$ cat src/rtl/cpu_pkg.sv
// Shared fetch-stage definitions: state encoding, word/jump geometry and reset PC.
package cpu_pkg;
  localparam int unsigned WORD_BYTES       = 4;
  localparam int unsigned JUMP_TGT_W       = 26;
  localparam logic [31:0] RESET_PC_DEFAULT = 32'h0000_0000;

  typedef enum logic {
    FETCH = 1'b0,
    HOLD  = 1'b1
  } fetch_state_e;
endpackage

$ cat src/rtl/pc_next_calc.sv
// Combinational next-PC selection: jump > taken branch > sequential.
module pc_next_calc
  import cpu_pkg::*;
(
  input  logic [31:0]           i_pc,
  input  logic [31:0]           i_branch_offset,
  input  logic [JUMP_TGT_W-1:0] i_jump_target,
  input  logic                  i_branch_taken,
  input  logic                  i_jump,
  output logic [31:0]           o_next_pc,
  output logic [31:0]           o_pc_plus4
);
  logic [31:0] w_pc_plus4;
  logic [31:0] w_branch_tgt;
  logic [31:0] w_jump_tgt;

  assign w_pc_plus4   = i_pc + 32'(WORD_BYTES);
  // Word offset scaled to bytes; wraps naturally so negative offsets step back.
  assign w_branch_tgt = w_pc_plus4 + {i_branch_offset[29:0], 2'b00};
  assign w_jump_tgt   = {w_pc_plus4[31:28], i_jump_target, 2'b00};
  assign o_pc_plus4   = w_pc_plus4;

  always_comb begin
    o_next_pc = w_pc_plus4;
    if (i_jump)
      o_next_pc = w_jump_tgt;
    else if (i_branch_taken)
      o_next_pc = w_branch_tgt;
  end
endmodule

$ cat src/rtl/instr_fetch_unit.sv
// Instruction fetch stage: owns the PC, fetches one word, holds it until the
// processor accepts it, then redirects or advances.
module instr_fetch_unit
  import cpu_pkg::*;
#(
  parameter logic [31:0] RESET_PC = RESET_PC_DEFAULT,
  parameter int unsigned CNT_W    = 32
) (
  input  logic                  clk,
  input  logic                  reset,
  output logic                  imem_req,
  output logic [31:0]           imem_addr,
  input  logic                  imem_ack,
  input  logic [31:0]           imem_rdata,
  output logic [31:0]           instruction,
  output logic                  instr_valid,
  input  logic                  instr_ready,
  input  logic                  branch_taken,
  input  logic [31:0]           branch_offset,
  input  logic                  jump,
  input  logic [JUMP_TGT_W-1:0] jump_target,
  output logic [31:0]           pc,
  output logic [31:0]           pc_plus4,
  output logic [CNT_W-1:0]      instr_count
);
  fetch_state_e     r_state;
  logic [31:0]      r_pc;
  logic [31:0]      r_instr;
  logic [CNT_W-1:0] r_count;
  logic [31:0]      w_next_pc;
  logic [31:0]      w_pc_plus4;

  pc_next_calc u_pc_next_calc (
    .i_pc            (r_pc),
    .i_branch_offset (branch_offset),
    .i_jump_target   (jump_target),
    .i_branch_taken  (branch_taken),
    .i_jump          (jump),
    .o_next_pc       (w_next_pc),
    .o_pc_plus4      (w_pc_plus4)
  );

  always_ff @(posedge clk) begin
    if (reset) begin
      r_state <= FETCH;
      r_pc    <= RESET_PC;
      r_instr <= '0;
      r_count <= '0;
    end else begin
      case (r_state)
        FETCH: begin
          if (imem_ack) begin
            r_instr <= imem_rdata;
            r_state <= HOLD;
          end
        end
        HOLD: begin
          // Redirect inputs matter only on the accepting cycle.
          if (instr_ready) begin
            r_pc    <= w_next_pc;
            r_count <= r_count + CNT_W'(1);
            r_state <= FETCH;
          end
        end
        default: r_state <= FETCH;
      endcase
    end
  end

  assign imem_req    = (r_state == FETCH) && !reset;
  assign imem_addr   = r_pc;
  assign instr_valid = (r_state == HOLD);
  assign instruction = r_instr;
  assign pc          = r_pc;
  assign pc_plus4    = w_pc_plus4;
  assign instr_count = r_count;
endmodule

$ cat config.mk
export PLATFORM = sky130hd
export DESIGN_NAME = instr_fetch_unit
export DESIGN_NICKNAME = d
export VERILOG_FILES = /design/src/rtl/cpu_pkg.sv /design/src/rtl/pc_next_calc.sv /design/src/rtl/instr_fetch_unit.sv
export SDC_FILE = /design/constraint.sdc
export NUM_CORES = 1
export LEC_CHECK = 0
export ABC_AREA = 1
export BUFFER_PORTS_ARGS = -buffer_cell sky130_fd_sc_hd__buf_2
export CAP_MARGIN = 20
export CORE_MARGIN = 1.5
export CORE_UTILIZATION = 52
export CTS_BUF_LIST = sky130_fd_sc_hd__clkbuf_8 sky130_fd_sc_hd__clkbuf_16
export DETAILED_ROUTE_END_ITERATION = 6
export GPL_TIMING_DRIVEN = 0
export HOLD_SLACK_MARGIN = 0.06
export MAX_ROUTING_LAYER = met4
export PLACE_DENSITY_LB_ADDON = 0.2
export SLEW_MARGIN = 20
export SYNTH_ARGS = -nofsm -noshare
export SYNTH_HDL_FRONTEND = slang
export SYNTH_SLANG_ARGS = --single-unit
$ cat constraint.sdc
create_clock -name clk -period 2.8 [get_ports clk]
set_input_delay 0.28 -clock clk [delete_from_list [all_inputs] [get_ports clk]]
set_output_delay 0.28 -clock clk [all_outputs]
set_load 0.02 [all_outputs]
# == Word-level counts from Yosys, hierarchy flattened ==
# Index checks and enable logic that the tools add are counted.
# word_totals
ff_bits,97
inputBits,96
out_inout_bits,162
wordCells,17
# classes
addsub,3
n_mux,5
bitwise,1
n_reduce_logical,4
# ops
operator,n
32-bit 2-to-1 mux,2
32-bit by 1-bit adder with 32-bit output (second input constant),1
32-bit by 3-bit adder with 32-bit output (second input constant),1
32-bit adder,1
2-bit AND reduction,2
1-bit 2-to-1 mux,2
1-bit one-hot mux with 2 select lines,1
1-bit logical AND,1
1-bit logical NOT,1
1-bit inverter,1

# == Longest topological paths before layout ==
# Gate-level depths: netlist of run 1.
# depth
depth_word,4
ltp_mapped,22
mapped_depth_nobuf,22

# == Cells and area by module ==
# A second synthesis of run 1 with hierarchy kept.
# hier_totals
hier_cells,1401
area_unflattened_um2,8067.7
# by_module_without_submodules
mod,instances,cells_per_inst,area_each_um2,seq_area_each_um2
instr_fetch_unit,1,595,4206.5,1941.9
pc_next_calc,1,806,3861.2,0.0

# == Worst setup path before layout of run 1 ==
# No wires, ideal clock.
# synth_path
kind,register to register
startpoint,"reg r_pc[2], in the netlist imem_addr[2]"
endpoint,"reg r_pc[30], in the netlist imem_addr[30]"
arrival_ps,2964
t_required_ps,2730
slack_ps,-234
path_stages_with_launch,19
period_less_slack_ps,3034
path_cell_list,dfxtp_1 ha_1 nand3_1 nor2_1 nand2_1 nor2_1 xor2_1 ha_1 nand2_1 inv_1 nand2_1 nand2_1 a21oi_1 nor2_1 nor2_1 nand2_1 nand2_1 nand3_1 a21oi_1
# synth_between
elab_chain_cells,4
# synth_rtl
item,line_no,source
start: declaration,instr_fetch_unit.sv:27,logic [31:0] r_pc;
start signal: assignment,instr_fetch_unit.sv:60,r_pc <= w_next_pc;
32-bit by 3-bit adder with 32-bit output,pc_next_calc.sv:17,assign w_pc_plus4 = i_pc + 32'(WORD_BYTES);
via pc_plus4[16],instr_fetch_unit.sv:23,"output logic [31:0] pc_plus4,"
32-bit adder,pc_next_calc.sv:19,"assign w_branch_tgt = w_pc_plus4 + {i_branch_offset[29:0], 2'b00};"
32-bit 2-to-1 mux,pc_next_calc.sv:27,else if (i_branch_taken)
32-bit 2-to-1 mux,pc_next_calc.sv:25,if (i_jump)
# The timed path passes the listed nets, and every way through them passes these cells.
# A chain may end at the register's enable or synchronous reset.

# == Worst setup path in the final report of run 1 ==
# layout_path
startpoint,"reg r_pc[3], in the netlist imem_addr[3]"
endpoint,"reg r_pc[30], in the netlist imem_addr[30]"
# layout_between
elab_chain_cells,4
# layout_rtl
item,line_no
32-bit by 3-bit adder with 32-bit output *,pc_next_calc.sv:17
32-bit adder,pc_next_calc.sv:19
32-bit 2-to-1 mux,pc_next_calc.sv:27
32-bit 2-to-1 mux *,pc_next_calc.sv:25
# Mark *: on every way between the ends. The rest lies on a longest branch, timed or not.

==> results of run 1 <==
-- metrics by stage --
| step | power [mW] | TNS, ns | setup WS, ns | cell area, um2 | utilization |
|---|---|---|---|---|---|
| floorplan | 2.150 | 0 | 0.005867 | 7614 | - |
| detailed placement | 2.507 | -6.715 | -0.4835 | 9070 | 0.6459 |
| global placement | 2.495 | -6.473 | -0.4404 | 9070 | 0.6459 |
| global route | 4.037 | -0.8954 | -0.1315 | 10610 | 0.7555 |
| finish | 3.883 | -0.03321 | -0.01878 | 10610 | 0.7555 |
| CTS | 3.739 | -0.006936 | -0.004321 | 9736 | 0.6933 |
-- flip-flops by register name (all words and copies together) (netlist names) --
signal	cells
imem_addr	30
instr_count	32
instr_valid	1
instruction	32
-- logic make-up (layout without fill, tap and decap cells) --
kind of cell | Yosys count | after routing | synth area share
flip-flops | 95 | 95 | 0.2517
AO/OA/AOI/OAI | 173 | 173 | 0.1212
AND/OR/NAND/NOR | 672 | 672 | 0.3866
buffers and inverters | 236 | 545 | 0.1356
XOR/XNOR | 35 | 35 | 0.04056
adder cells (fa/ha/maj) | 38 | 38 | 0.06391
other | 1 | 6 | 0.0004962
-- area by class of cell --
cell class / count / area (um2) / share of cell area
inverters: 174 / 656.9 / 0.06192
clock buffers: 9 / 225.2 / 0.02123
multi-input cells: 924 / 5502 / 0.5186
repair buffers: 293 / 1584 / 0.1493
plain buffers: 62 / 370.4 / 0.03491
well taps: 180 / 225.2 / 0.02123
clock inverters: 7 / 62.56 / 0.005897
flip-flops and latches: 95 / 1983 / 0.1869
-- metal layers --
layer / routed length, um / up-vias
li1: - / 4543
met1: 11590 / 4301
met2: 13310 / 541
met3: 2601 / 60
met4: 586 / 0
met5: 0 / -
-- repair_timing --
action,4_1_cts,5_1_grt
hold buffers,0,0
resized for setup,88,142
pin swaps,9,43
setup buffers,4,43
setup endpoints to repair,23,22
-- cells in the final DEF, fill, tap and decap left out, types with 4 or more instances in the layout --
master / n
sky130_fd_sc_hd__clkbuf_16: 9
sky130_fd_sc_hd__nand2_1: 291
sky130_fd_sc_hd__a21oi_2: 14
sky130_fd_sc_hd__nor2_1: 156
sky130_fd_sc_hd__nand3_1: 58
sky130_fd_sc_hd__ha_1: 18
sky130_fd_sc_hd__nor3_4: 5
sky130_fd_sc_hd__buf_2: 248
sky130_fd_sc_hd__nor3_1: 14
sky130_fd_sc_hd__o211ai_1: 4
sky130_fd_sc_hd__nor2_4: 18
sky130_fd_sc_hd__inv_1: 160
sky130_fd_sc_hd__o21ai_0: 78
sky130_fd_sc_hd__buf_4: 83
sky130_fd_sc_hd__nand2_2: 34
sky130_fd_sc_hd__xnor2_1: 5
sky130_fd_sc_hd__a21oi_1: 49
sky130_fd_sc_hd__conb_1: 6
sky130_fd_sc_hd__inv_2: 10
sky130_fd_sc_hd__nand2_4: 10
sky130_fd_sc_hd__nor2_2: 21
sky130_fd_sc_hd__dfxtp_2: 5
sky130_fd_sc_hd__or2_2: 4
sky130_fd_sc_hd__dfxtp_4: 20
sky130_fd_sc_hd__xor2_1: 21
sky130_fd_sc_hd__and2_1: 4
sky130_fd_sc_hd__nand3_2: 10
sky130_fd_sc_hd__xor2_4: 5
sky130_fd_sc_hd__o21ai_1: 7
sky130_fd_sc_hd__nor3_2: 10
sky130_fd_sc_hd__dfxtp_1: 70
sky130_fd_sc_hd__nand4_1: 19
sky130_fd_sc_hd__nand3b_1: 5
sky130_fd_sc_hd__clkbuf_1: 23
sky130_fd_sc_hd__ha_4: 18
-- power by group through the flow --
stage | Sequential, mW | Combinational [mW] | Clock, mW
6_report | 1.48 | 1.20 | 1.21
5_1_grt | 1.49 | 1.29 | 1.26
4_1_cts | 1.49 | 1.03 | 1.21
3_5_place_dp | 1.52 | 0.990 | 0
3_3_place_gp | 1.52 | 0.980 | 0
2_1_floorplan | 1.58 | 0.570 | 0
-- worst max-delay path by stage --
stage | startpoint | endpoint | slack, ns | cells past startpoint
floorplan | imem_addr[2]$_SDFFE_PP0P_ | imem_addr[30]$_SDFFE_PP0P_ | 0.006 | 18
global placement | imem_addr[2]$_SDFFE_PP0P_ | imem_addr[30]$_SDFFE_PP0P_ | -0.44 | 18
detailed placement | imem_addr[2]$_SDFFE_PP0P_ | imem_addr[30]$_SDFFE_PP0P_ | -0.48 | 18
CTS | imem_addr[3]$_SDFFE_PP0P_ | imem_addr[26]$_SDFFE_PP0P_ | -0.004 | 18
global route | imem_addr[3]$_SDFFE_PP0P_ | imem_addr[30]$_SDFFE_PP0P_ | -0.13 | 19
finish | imem_addr[3]$_SDFFE_PP0P_ | imem_addr[30]$_SDFFE_PP0P_ | -0.02 | 19
-- critical path, delay by kind of cell (launching register included) --
kind / cells / cell delay (ns)
AND/OR/NAND/NOR: 14 / 1.64
flip-flops: 1 / 0.39
AO/OA/AOI/OAI: 2 / 0.35
adder cells (fa/ha/maj): 1 / 0.23
buffers and inverters: 2 / 0.11
==> metrics.cfg, run 1 <==
[outcome]
status=finished, violations left
violated_checks=setup timing

[logic_synthesis]
synth_top_cells_by_area=sky130_fd_sc_hd__dfxtp_1 25%, sky130_fd_sc_hd__nand2_1 16%, sky130_fd_sc_hd__nor2_1 9.1%, sky130_fd_sc_hd__inv_1 8.4%, sky130_fd_sc_hd__ha_1 6.1%
share_of_async_settable_or_async_resettable_flops_after_synthesis=0
synth.largest_area_cell=sky130_fd_sc_hd__dfxtp_1
syn_avg_cell_area_um2=6.046
postSynthRegisterBits=95
synthDominantCellAreaShare=0.2517
postSynthCellCount=1250
ys_dominant_reg_cell=sky130_fd_sc_hd__dfxtp_1
yosysWarningCount=0
yosys.cell_count.top_type=sky130_fd_sc_hd__nand2_1
number_of_enable_type_register_cells_in_the_synthesized_netlist=0
synth.lib_cells_used.distinct=48
netlist_area_mm2=0.007557
synth_commonest_cells=328 x sky130_fd_sc_hd__nand2_1, 184 x sky130_fd_sc_hd__nor2_1, 170 x sky130_fd_sc_hd__inv_1, 95 x sky130_fd_sc_hd__dfxtp_1, 84 x sky130_fd_sc_hd__o21ai_0
synth.yosys.seq_area_share=0.2517

[sta]
timing.fmax_mhz=354.8
shortest_period_the_worst_path_allows_ns=2.819
fin_crit_sh=1.007
postLayoutSetupSlackWorst_ns=-0.01878
final.hold.worst_slack_ns=0.1546
max_slew.worst_pin.slew_ns=0.7459
final-hold-violation-count=0
timing.slew.headroom=0.5009
finalMaxSlewViolations=0
timing.final.setup_violations=2
grt_setup_unrepaired=true
final.setup_skew_ns=0.005914

[power_and_ir_drop]
part_of_the_power_in_registers=0.381
power.net_switching_mw=1.406
power.leakage_nw=5.548
swShare=0.3620
power.clock.fraction=0.311
p_int_mw=2.477
pwr_density_cell_mw_per_mm2=366.0
pwr-share-comb=0.308
max-vdd-ir-drop_mv=0.5377

[clock_network]
cts_tree=yes
number_of_buffers_inserted_during_clock_tree_synthesis=9
cts_root_buf=sky130_fd_sc_hd__clkbuf_16
buffer_depth_of_the_longest_clock_path=2
clk_pin_slew_worst_paths_ns=0.07
insertion_delay_ns=0.34
htreeDepth=3
clock_sink_count=95

[drt]
detail-route-antenna-nets=0
drt-wirelength-per-cell_um=16.10
post-route-drc-count=0
via_count=9445
detail_route.first_pass.iterations=5
routed_via_density=5.416
postRouteWirelength_um=28080
drtIter0Drc=834

[layout]
num-nets-final=1693
antenna_diode_count=0
syn2layout_area_growth_pct=40.38
drive_gt1_frac=0.3529
final.fill_count=1185
stdcell_count=1744

[critical_path]
worst_setup_path_end_kind=flop
crit_required_ns=3.08
timing.critical_path.slowest_cell_delay_ns=0.39
worst-r2r-setup-slack_ns=-0.02
crit_arrival_ns=3.09
crit_path_top_delay_cell=sky130_fd_sc_hd__dfxtp_4
kind_of_critical_path=flop to flop
worst_setup_path_start_kind=flop
maximum_fanout_encountered_on_the_critical_timing_path=5
worstPathCellList=nand2_4 > nor2_4 > nand2_4 > nor3_4 > inv_2 > or3_4 > nand2_4 > ha_4 > nand2_4 > inv_1 > nand2_1 > nand2_2 > a21oi_2 > nor2_1 > nor2_1 > nand2_1 > nand2_1 > nand3_2 > a21oi_2
critical-path-top-cell-by-count=sky130_fd_sc_hd__nand2_4
worst_reg2reg_path_depth=19
endpoint_of_the_worst_slack_reg_to_reg_timing_path=imem_addr[30]$_SDFFE_PP0P_
r2r-start=imem_addr[3]$_SDFFE_PP0P_

[worst_hold_path]
timing.hold.worst.class=input port to flop
min_to=instruction[3]$_SDFFE_PP0P_
worst_hold_path_cells=3
min-delay-start=imem_rdata[3]

[global_route]
overflow=0
use_met1=0.4649
grt-busiest-layer=met2
number_of_antenna_violations_at_the_first_check_in_global_routing=0
overall_global_routing_usage=0.3502
global_route.usage.met3=0.04935
grt_pass1_vias=7904
maximum_number_of_pins_on_one_net_before_global_route_repair=19
wire_length_of_the_first_global_routing_pass_um=39830
use_met2=0.5646

[floorplanning]
die_w_um=123.6
core_area_mm2=0.01404
floorplan.initialDensity=0.5382
fp.dieH_um=123.6
number_of_placed_i_o_pins=258
dieArea_mm2=0.01527
num_rows=43

[placement]
post-dp-hpwl_um=21130
placed_instances=1681
global_placement_routability_congestion=1.026
io_buffer_count=246

[flow_run]
maxCapViolCount=0

Note: power is estimated with default switching activity, not from simulation.
==> run 2, diff against run 1 <==
--- a/config.mk
+++ b/config.mk
@@ -11,11 +11,13 @@
 export CORE_MARGIN = 1.5
 export CORE_UTILIZATION = 52
 export CTS_BUF_LIST = sky130_fd_sc_hd__clkbuf_8 sky130_fd_sc_hd__clkbuf_16
+export CTS_CLUSTER_SIZE = 20
 export DETAILED_ROUTE_END_ITERATION = 6
 export GPL_TIMING_DRIVEN = 0
 export HOLD_SLACK_MARGIN = 0.06
 export MAX_ROUTING_LAYER = met4
 export PLACE_DENSITY_LB_ADDON = 0.2
+export RECOVER_POWER = 25
 export SLEW_MARGIN = 20
 export SYNTH_ARGS = -nofsm -noshare
 export SYNTH_HDL_FRONTEND = slang
==> run 2 against run 1 <==
- the run now ends clean
- count of clock-buffer cells in the layout stayed put
- combinational power about the same
- worst setup slack better by 0.031 ns
- register-to-register slack gained 0.03 ns
- critical path depth did not move
- sequential power about the same
- final area shrank 0.46%
- clock skew shrank 0.00096 ns
- largest cell class unchanged
- highest routed layer unchanged
==> metrics.cfg, run 2 (synthesis results as in run 1) <==
[critical_path]
crit_required_ns=3.08  ; about the same
worst_reg2reg_path_depth=19  ; unchanged
critical_path_cell_count=19  ; unchanged
critical-path-top-cell-by-count=sky130_fd_sc_hd__nand2_4
crit_arrival_ns=3.07  ; -0.02 ns
crit_path_top_delay_cell=sky130_fd_sc_hd__dfxtp_4
cp-startpoint=imem_addr[3]$_SDFFE_PP0P_
maximum_fanout_encountered_on_the_critical_timing_path=5  ; unchanged
worst_setup_path_end_kind=flop
worst_setup_path_start_kind=flop
critical-path-top-delay-family=simple AND/OR/NAND/NOR gates
timing.critical_path.slowest_cell_delay_ns=0.39  ; about the same
cp_num_buf_inv=2  ; unchanged
worstPathCellList=nand2_4 > nor2_4 > nand2_4 > nor3_4 > inv_2 > or3_4 > nand2_4 > ha_4 > nand2_4 > inv_1 > nand2_1 > nand2_2 > a21oi_2 > nor2_1 > nor2_1 > nand2_1 > nand2_1 > nand3_2 > a21oi_2
kind_of_critical_path=flop to flop
r2r-start=imem_addr[3]$_SDFFE_PP0P_

[sta]
finalMaxSlewViolations=0  ; unchanged
timing.slew.headroom=0.5060  ; +0.005093
max_slew.worst_pin.slew_ns=0.7410  ; -0.004883 ns
final.hold.worst_slack_ns=0.1526  ; -0.002030 ns
shortest_period_the_worst_path_allows_ns=2.788  ; -0.03111 ns
final-hold-violation-count=0  ; unchanged
grt_setup_unrepaired=true
fin_crit_sh=0.9956  ; -0.01111
final.setup_skew_ns=0.004951  ; -0.0009630 ns
timing.fmax_mhz=358.7  ; +1.1%
timing.final.setup_violations=0  ; -2

[worst_hold_path]
min-delay-start=imem_rdata[23]
worst_hold_path_cells=3  ; unchanged
timing.hold.worst.class=input port to flop

[floorplanning]
num_rows=43  ; unchanged
floorplan.initialDensity=0.5382  ; unchanged
fp.dieH_um=123.6  ; unchanged
number_of_placed_i_o_pins=258  ; unchanged
core_area_mm2=0.01404  ; unchanged
dieArea_mm2=0.01527  ; unchanged
die_w_um=123.6  ; unchanged

[drt]
detail-route-antenna-nets=0  ; unchanged
drt-wirelength-per-cell_um=16.20  ; +0.59%
detail_route.first_pass.iterations=6  ; +1
drtIter0Drc=818  ; -1.9%
postRouteWirelength_um=28250  ; +0.59%
routed_via_density=5.392  ; -0.43%
post-route-drc-count=0  ; unchanged
via_count=9404  ; -0.43%

[clock_network]
cts_root_buf=sky130_fd_sc_hd__clkbuf_16
clk_pin_slew_worst_paths_ns=0.07  ; about the same
buffer_depth_of_the_longest_clock_path=2  ; unchanged
cts_tree=yes
number_of_buffers_inserted_during_clock_tree_synthesis=9  ; unchanged
htreeDepth=3  ; unchanged
clock_sink_count=95  ; unchanged
insertion_delay_ns=0.34  ; about the same

[flow_run]
maxCapViolCount=0  ; unchanged

[power_and_ir_drop]
power.leakage_nw=5.397  ; -2.7%
final_total_power_mw=3.882  ; about the same
max-vdd-ir-drop_mv=0.5387  ; +0.18%
pwr_density_cell_mw_per_mm2=367.6  ; +0.43%

[global_route]
maximum_number_of_pins_on_one_net_before_global_route_repair=19  ; unchanged
overflow=0  ; unchanged
wire_length_of_the_first_global_routing_pass_um=39830  ; unchanged
number_of_antenna_violations_at_the_first_check_in_global_routing=0  ; unchanged
grt_pass1_vias=7904  ; unchanged
overall_global_routing_usage=0.3502  ; unchanged

[placement]
post-dp-hpwl_um=21130  ; unchanged
global_placement_routability_congestion=1.026  ; unchanged
placed_instances=1681  ; unchanged
io_buffer_count=246  ; unchanged

[outcome]
status=complete, no violations

[layout]
drive_gt1_frac=0.3280  ; -0.02494
final_cell_mix=291 x sky130_fd_sc_hd__nand2_1, 209 x sky130_fd_sc_hd__buf_2, 160 x sky130_fd_sc_hd__inv_1
stdcell_count=1744  ; unchanged
num-nets-final=1693  ; unchanged
syn2layout_area_growth_pct=39.73
post-route-util=0.7520  ; -0.003475
antenna_diode_count=0  ; unchanged
mostFrequentLayoutCell=sky130_fd_sc_hd__nand2_1

## run 2: stage by stage
stage | area [um2] | setup slack [ns] | TNS [ns]
finish | 10560 | 0.01233 | 0
global route | 10560 | -0.1315 | -0.9014
CTS | 9736 | -0.004321 | -0.006936
detailed placement | 9070 | -0.4835 | -6.715
global placement | 9070 | -0.4404 | -6.473
floorplan | 7614 | 0.005867 | 0
## run 2: report_power, final
part           switching, mW  total, mW  internal, mW
Combinational          0.751       1.19         0.436
Clock                  0.593       1.21         0.622
Sequential            0.0720       1.48          1.41
## run 2: area by class of cell
class / count / area, um2
Buffer: 62 / 370.4
Fill cell: 1212 / 3482
Inverter: 174 / 656.9
Timing Repair Buffer: 293 / 1535
Tap cell: 180 / 225.2
Multi-Input combinational cell: 924 / 5502
Clock buffer: 9 / 225.2
Clock inverter: 7 / 62.56
Sequential cell: 95 / 1983
## run 2: timing repair
item	CTS	global route
endpoints found under the setup margin	23	22
hold buffers	0	0
pin swaps	9	43
setup buffers	4	43
hold endpoints to repair	0	0
resized for setup	88	142
## run 2: final timing paths
check | endpoint | slack, ns
max | imem_addr[30]$_SDFFE_PP0P_ | 0.01
min | instruction[23]$_SDFFE_PP0P_ | 0.15
max reg2reg | imem_addr[30]$_SDFFE_PP0P_ | 0.01
min reg2reg | instr_count[10]$_SDFFE_PP0P_ | 0.49
## run 2: worst register-to-register path: stages, from the launching register on
cell and delay, ns:
sky130_fd_sc_hd__dfxtp_4 0.39, sky130_fd_sc_hd__nand2_4 0.06, sky130_fd_sc_hd__nor2_4 0.16, sky130_fd_sc_hd__nand2_4 0.12, sky130_fd_sc_hd__nor3_4 0.16, sky130_fd_sc_hd__inv_2 0.07
sky130_fd_sc_hd__or3_4 0.38, sky130_fd_sc_hd__nand2_4 0.13, sky130_fd_sc_hd__ha_4 0.23, sky130_fd_sc_hd__nand2_4 0.09, sky130_fd_sc_hd__inv_1 0.04, sky130_fd_sc_hd__nand2_1 0.07
sky130_fd_sc_hd__nand2_2 0.07, sky130_fd_sc_hd__a21oi_2 0.16, sky130_fd_sc_hd__nor2_1 0.06, sky130_fd_sc_hd__nor2_1 0.14, sky130_fd_sc_hd__nand2_1 0.06, sky130_fd_sc_hd__nand2_1 0.07
sky130_fd_sc_hd__nand3_2 0.08, sky130_fd_sc_hd__a21oi_2 0.17
## run 2: layer usage
metal / global-route usage / share of wire
met1: 0.4649 / 0.42
met2: 0.5646 / 0.48
met3: 0.04935 / 0.085
met4: 0.08549 / 0.020
met5: - / 0
==> run 3, diff against run 2 <==
--- a/config.mk
+++ b/config.mk
@@ -9,7 +9,7 @@
 export BUFFER_PORTS_ARGS = -buffer_cell sky130_fd_sc_hd__buf_2
 export CAP_MARGIN = 20
 export CORE_MARGIN = 1.5
-export CORE_UTILIZATION = 52
+export CORE_UTILIZATION = 53
 export CTS_BUF_LIST = sky130_fd_sc_hd__clkbuf_8 sky130_fd_sc_hd__clkbuf_16
 export CTS_CLUSTER_SIZE = 20
 export DETAILED_ROUTE_END_ITERATION = 6
@@ -21,4 +21,5 @@
 export SLEW_MARGIN = 20
 export SYNTH_ARGS = -nofsm -noshare
 export SYNTH_HDL_FRONTEND = slang
+export SYNTH_HIERARCHICAL = 1
 export SYNTH_SLANG_ARGS = --single-unit
==> run 3 against run 2 <==
- the run now ends with DRC, setup timing left
- clock skew is 0.0032 ns higher
- largest power group unchanged
- fmax down 5.7%
- first-iteration DRC count increased by 20%
- largest cell class unchanged
- critical path depth increased by 1
- critical endpoint is now imem_addr[21]$_SDFFE_PP0P_
- sequential cell count rose by 2
- sequential share of layout area shrank 0.78 points
- total power rose by 11%
- final area is 6.6% higher
- register-to-register slack worse by 0.17 ns
==> metrics.cfg, run 3 <==
[logic_synthesis]
yosysWarningCount=6  ; +6
synth_commonest_cells=408 x sky130_fd_sc_hd__nand2_1, 256 x sky130_fd_sc_hd__nor2_1, 188 x sky130_fd_sc_hd__inv_1, 99 x sky130_fd_sc_hd__o21ai_0, 97 x sky130_fd_sc_hd__dfxtp_1
number_of_enable_type_register_cells_in_the_synthesized_netlist=0  ; unchanged
syn_nets=1535
share_of_async_settable_or_async_resettable_flops_after_synthesis=0  ; unchanged
ys_dominant_reg_cell=sky130_fd_sc_hd__dfxtp_1
synth_top_cells_by_area=sky130_fd_sc_hd__dfxtp_1 24%, sky130_fd_sc_hd__nand2_1 19%, sky130_fd_sc_hd__nor2_1 12%, sky130_fd_sc_hd__inv_1 8.7%, sky130_fd_sc_hd__o21ai_0 6.1%
synthDominantCellAreaShare=0.2407  ; -0.01096
yosys.cell_count.top_type=sky130_fd_sc_hd__nand2_1
synth.yosys.seq_area_share=0.2407  ; -0.01096
synth.largest_area_cell=sky130_fd_sc_hd__dfxtp_1
postSynthRegisterBits=97  ; +2.1%
netlist_area_mm2=0.008068  ; +6.8%
syn_avg_cell_area_um2=5.759  ; -4.8%
postSynthCellCount=1401  ; +12%
synth.lib_cells_used.distinct=39  ; -19%

[clock_network]
htreeDepth=3  ; unchanged
clock_sink_count=97  ; +2.1%
number_of_buffers_inserted_during_clock_tree_synthesis=9  ; unchanged
cts_root_buf=sky130_fd_sc_hd__clkbuf_16
clk_pin_slew_worst_paths_ns=0.07  ; about the same
buffer_depth_of_the_longest_clock_path=2  ; unchanged
insertion_delay_ns=0.36  ; +0.02 ns
cts_tree=yes

[sta]
timing.fmax_mhz=338.2  ; -5.7%
max_slew.worst_pin.slew_ns=0.9549  ; +0.2139 ns
finalSetupTns_ns=-1.358  ; -1.358 ns
timing.slew.headroom=0.3610  ; -0.1450
postLayoutSetupSlackWorst_ns=-0.1567  ; -0.1690 ns
grt_setup_unrepaired=true
timing.final.setup_violations=16  ; +16
fin_crit_sh=1.056  ; +0.06036
shortest_period_the_worst_path_allows_ns=2.957  ; +0.1690 ns
final.setup_skew_ns=0.008199  ; +0.003248 ns
finalMaxSlewViolations=0  ; unchanged
final-hold-violation-count=0  ; unchanged

[floorplanning]
core_area_mm2=0.01470  ; +4.7%
num_rows=44  ; +2.3%
dieArea_mm2=0.01597  ; +4.6%
number_of_placed_i_o_pins=258  ; unchanged
floorplan.initialDensity=0.5489  ; +0.01068
die_w_um=126.4  ; +2.3%
fp.dieH_um=126.4  ; +2.3%

[critical_path]
worst_setup_path_start_kind=flop
cp-startpoint=imem_addr[3]$_SDFFE_PP0P_
crit_path_top_delay_cell=sky130_fd_sc_hd__dfxtp_4
critical-path-top-delay-family=simple AND/OR/NAND/NOR gates
kind_of_critical_path=flop to flop
cp_num_buf_inv=2  ; unchanged
r2r-start=imem_addr[3]$_SDFFE_PP0P_
timing.critical_path.slowest_cell_delay_ns=0.38  ; about the same
crit_required_ns=3.05  ; -0.03 ns
critical-path-top-cell-by-count=sky130_fd_sc_hd__nor2_4
worstPathCellList=ha_4 > nand3_4 > nor2_4 > nand2_4 > nor2_4 > nand2_2 > xor2_4 > inv_2 > ha_4 > nand2_4 > nor2_4 > inv_2 > nor2_4 > nand4_1 > nand4_1 > nand3_2 > nand2_2 > nand2_2 > o21ai_2 > nor2_1
crit_arrival_ns=3.21  ; +0.14 ns
worst_setup_path_end_kind=flop
maximum_fanout_encountered_on_the_critical_timing_path=4  ; -1

[placement]
global_placement_routability_congestion=0.9849  ; -4.0%
placed_instances=1838  ; +9.3%
io_buffer_count=253  ; +2.8%
post-dp-hpwl_um=22820  ; +8.0%

[worst_hold_path]
timing.hold.worst.class=input port to flop
min-delay-start=imem_rdata[9]

[global_route]
overflow=0  ; unchanged
maximum_number_of_pins_on_one_net_before_global_route_repair=18  ; -1
grt_pass1_vias=9202  ; +16%
number_of_antenna_violations_at_the_first_check_in_global_routing=2  ; +2
overall_global_routing_usage=0.3771  ; +0.02687
wire_length_of_the_first_global_routing_pass_um=46490  ; +17%

[power_and_ir_drop]
max-vdd-ir-drop_mv=0.4531  ; -16%
power.leakage_nw=5.701  ; +5.6%
p_int_mw=2.698  ; +9.4%
pwr_density_cell_mw_per_mm2=383.0  ; +4.2%
power.clock.fraction=0.300  ; -0.013
part_of_the_power_in_registers=0.356  ; -0.026
pwr-share-comb=0.344  ; +0.038
swShare=0.3745  ; +0.009906
power.net_switching_mw=1.615  ; +14%

[drt]
drt-wirelength-per-cell_um=16.20  ; about the same
detail_route.first_pass.iterations=7  ; +1
postRouteWirelength_um=30630  ; +8.4%
drtIter0Drc=984  ; +20%
routed_via_density=5.445  ; +0.97%
via_count=10300  ; +9.5%
detail-route-antenna-nets=0  ; unchanged
post-route-drc-count=5  ; +5

[layout]
sequential_cell_area_in_the_final_layout_mm2=0.002027  ; +2.2%
stdcell_count=1891  ; +8.4%
num-nets-final=1834  ; +8.3%
final_cell_mix=340 x sky130_fd_sc_hd__nand2_1, 218 x sky130_fd_sc_hd__nor2_1, 213 x sky130_fd_sc_hd__buf_2
multi_input_gate_area_in_the_final_layout_mm2=0.006096  ; +11%
final.fill_count=1245  ; +2.7%
mostFrequentLayoutCell=sky130_fd_sc_hd__nand2_1
syn2layout_area_growth_pct=39.58
post-route-util=0.7661  ; +0.01406
drive_gt1_frac=0.3384  ; +0.01041

[outcome]
status=finished, violations left
violated_checks=DRC, setup timing

[flow_run]
maxCapViolCount=0  ; unchanged

## run 3: final timing paths
check	slack [ns]	depth (start not counted)	endpoint
setup / recovery	-0.16	20	imem_addr[21]$_SDFFE_PP0P_
hold / removal	0.15	3	instruction[9]$_SDFFE_PP0P_
setup reg to reg	-0.16	20	imem_addr[21]$_SDFFE_PP0P_
hold reg to reg	0.50	2	instr_count[12]$_SDFFE_PP0P_
## run 3: final cells by class
cell class	count	share of cell area
Multi-Input combinational cell	1041	0.5413
Clock buffer	9	0.02000
Tap cell	184	0.02044
Buffer	68	0.03489
Antenna cell	2	0.0004444
Inverter	195	0.06500
Clock inverter	7	0.007111
Sequential cell	97	0.1800
Timing Repair Buffer	288	0.1308
## run 3: metal layers
metal	wire length (um)	vias to the layer above	global-route usage
li1	-	4916	-
met1	12240	4656	0.4753
met5	0	-	-
met4	1268	0	0.1535
met3	2976	93	0.06200
met2	14140	631	0.6030
## run 3: kinds of logic after synthesis
| family | share of synthesized area |
|---|---|
| AO/OA/AOI/OAI | 0.1010 |
| XOR/XNOR | 0.03024 |
| adder cells (fa/ha/maj) | 0.05986 |
| buffers and inverters | 0.1394 |
| flip-flops | 0.2407 |
| AND/OR/NAND/NOR | 0.4288 |
## run 3: repair_timing
item / 4_1_cts / 5_1_grt
resized for setup: 163 / 138
hold buffers: 0 / 0
hold endpoints to repair: 0 / 0
endpoints found under the setup margin: 23 / 25
pin swaps: 52 / 67
setup buffers: 25 / 10
## run 3: through the flow
stage	total power, mW	setup WS (ns)	instance area, um2	hold WS (ns)
2_1_floorplan	2.342	-0.01692	8155	0.4149
3_3_place_gp	2.743	-0.6222	9652	0.4851
3_5_place_dp	2.758	-0.6285	9652	0.4916
4_1_cts	4.161	-0.1079	10750	0.1427
5_1_grt	4.511	-0.2976	11260	0.1493
6_report	4.313	-0.1567	11260	0.1463
## run 3: tightest hold or removal path, delay by kind of cell
| family | cells | cell delay (ns) |
|---|---|---|
| AND/OR/NAND/NOR | 2 | 0.11 |
| buffers and inverters | 1 | 0.07 |
## run 3: power by group through the flow
stage / sequential (mW) / combinational, mW / clock (mW)
final: 1.53 / 1.48 / 1.29
after global routing: 1.54 / 1.60 / 1.37
after CTS: 1.53 / 1.33 / 1.30
after detailed placement: 1.57 / 1.19 / 0
after global placement: 1.57 / 1.17 / 0
after floorplan: 1.63 / 0.711 / 0
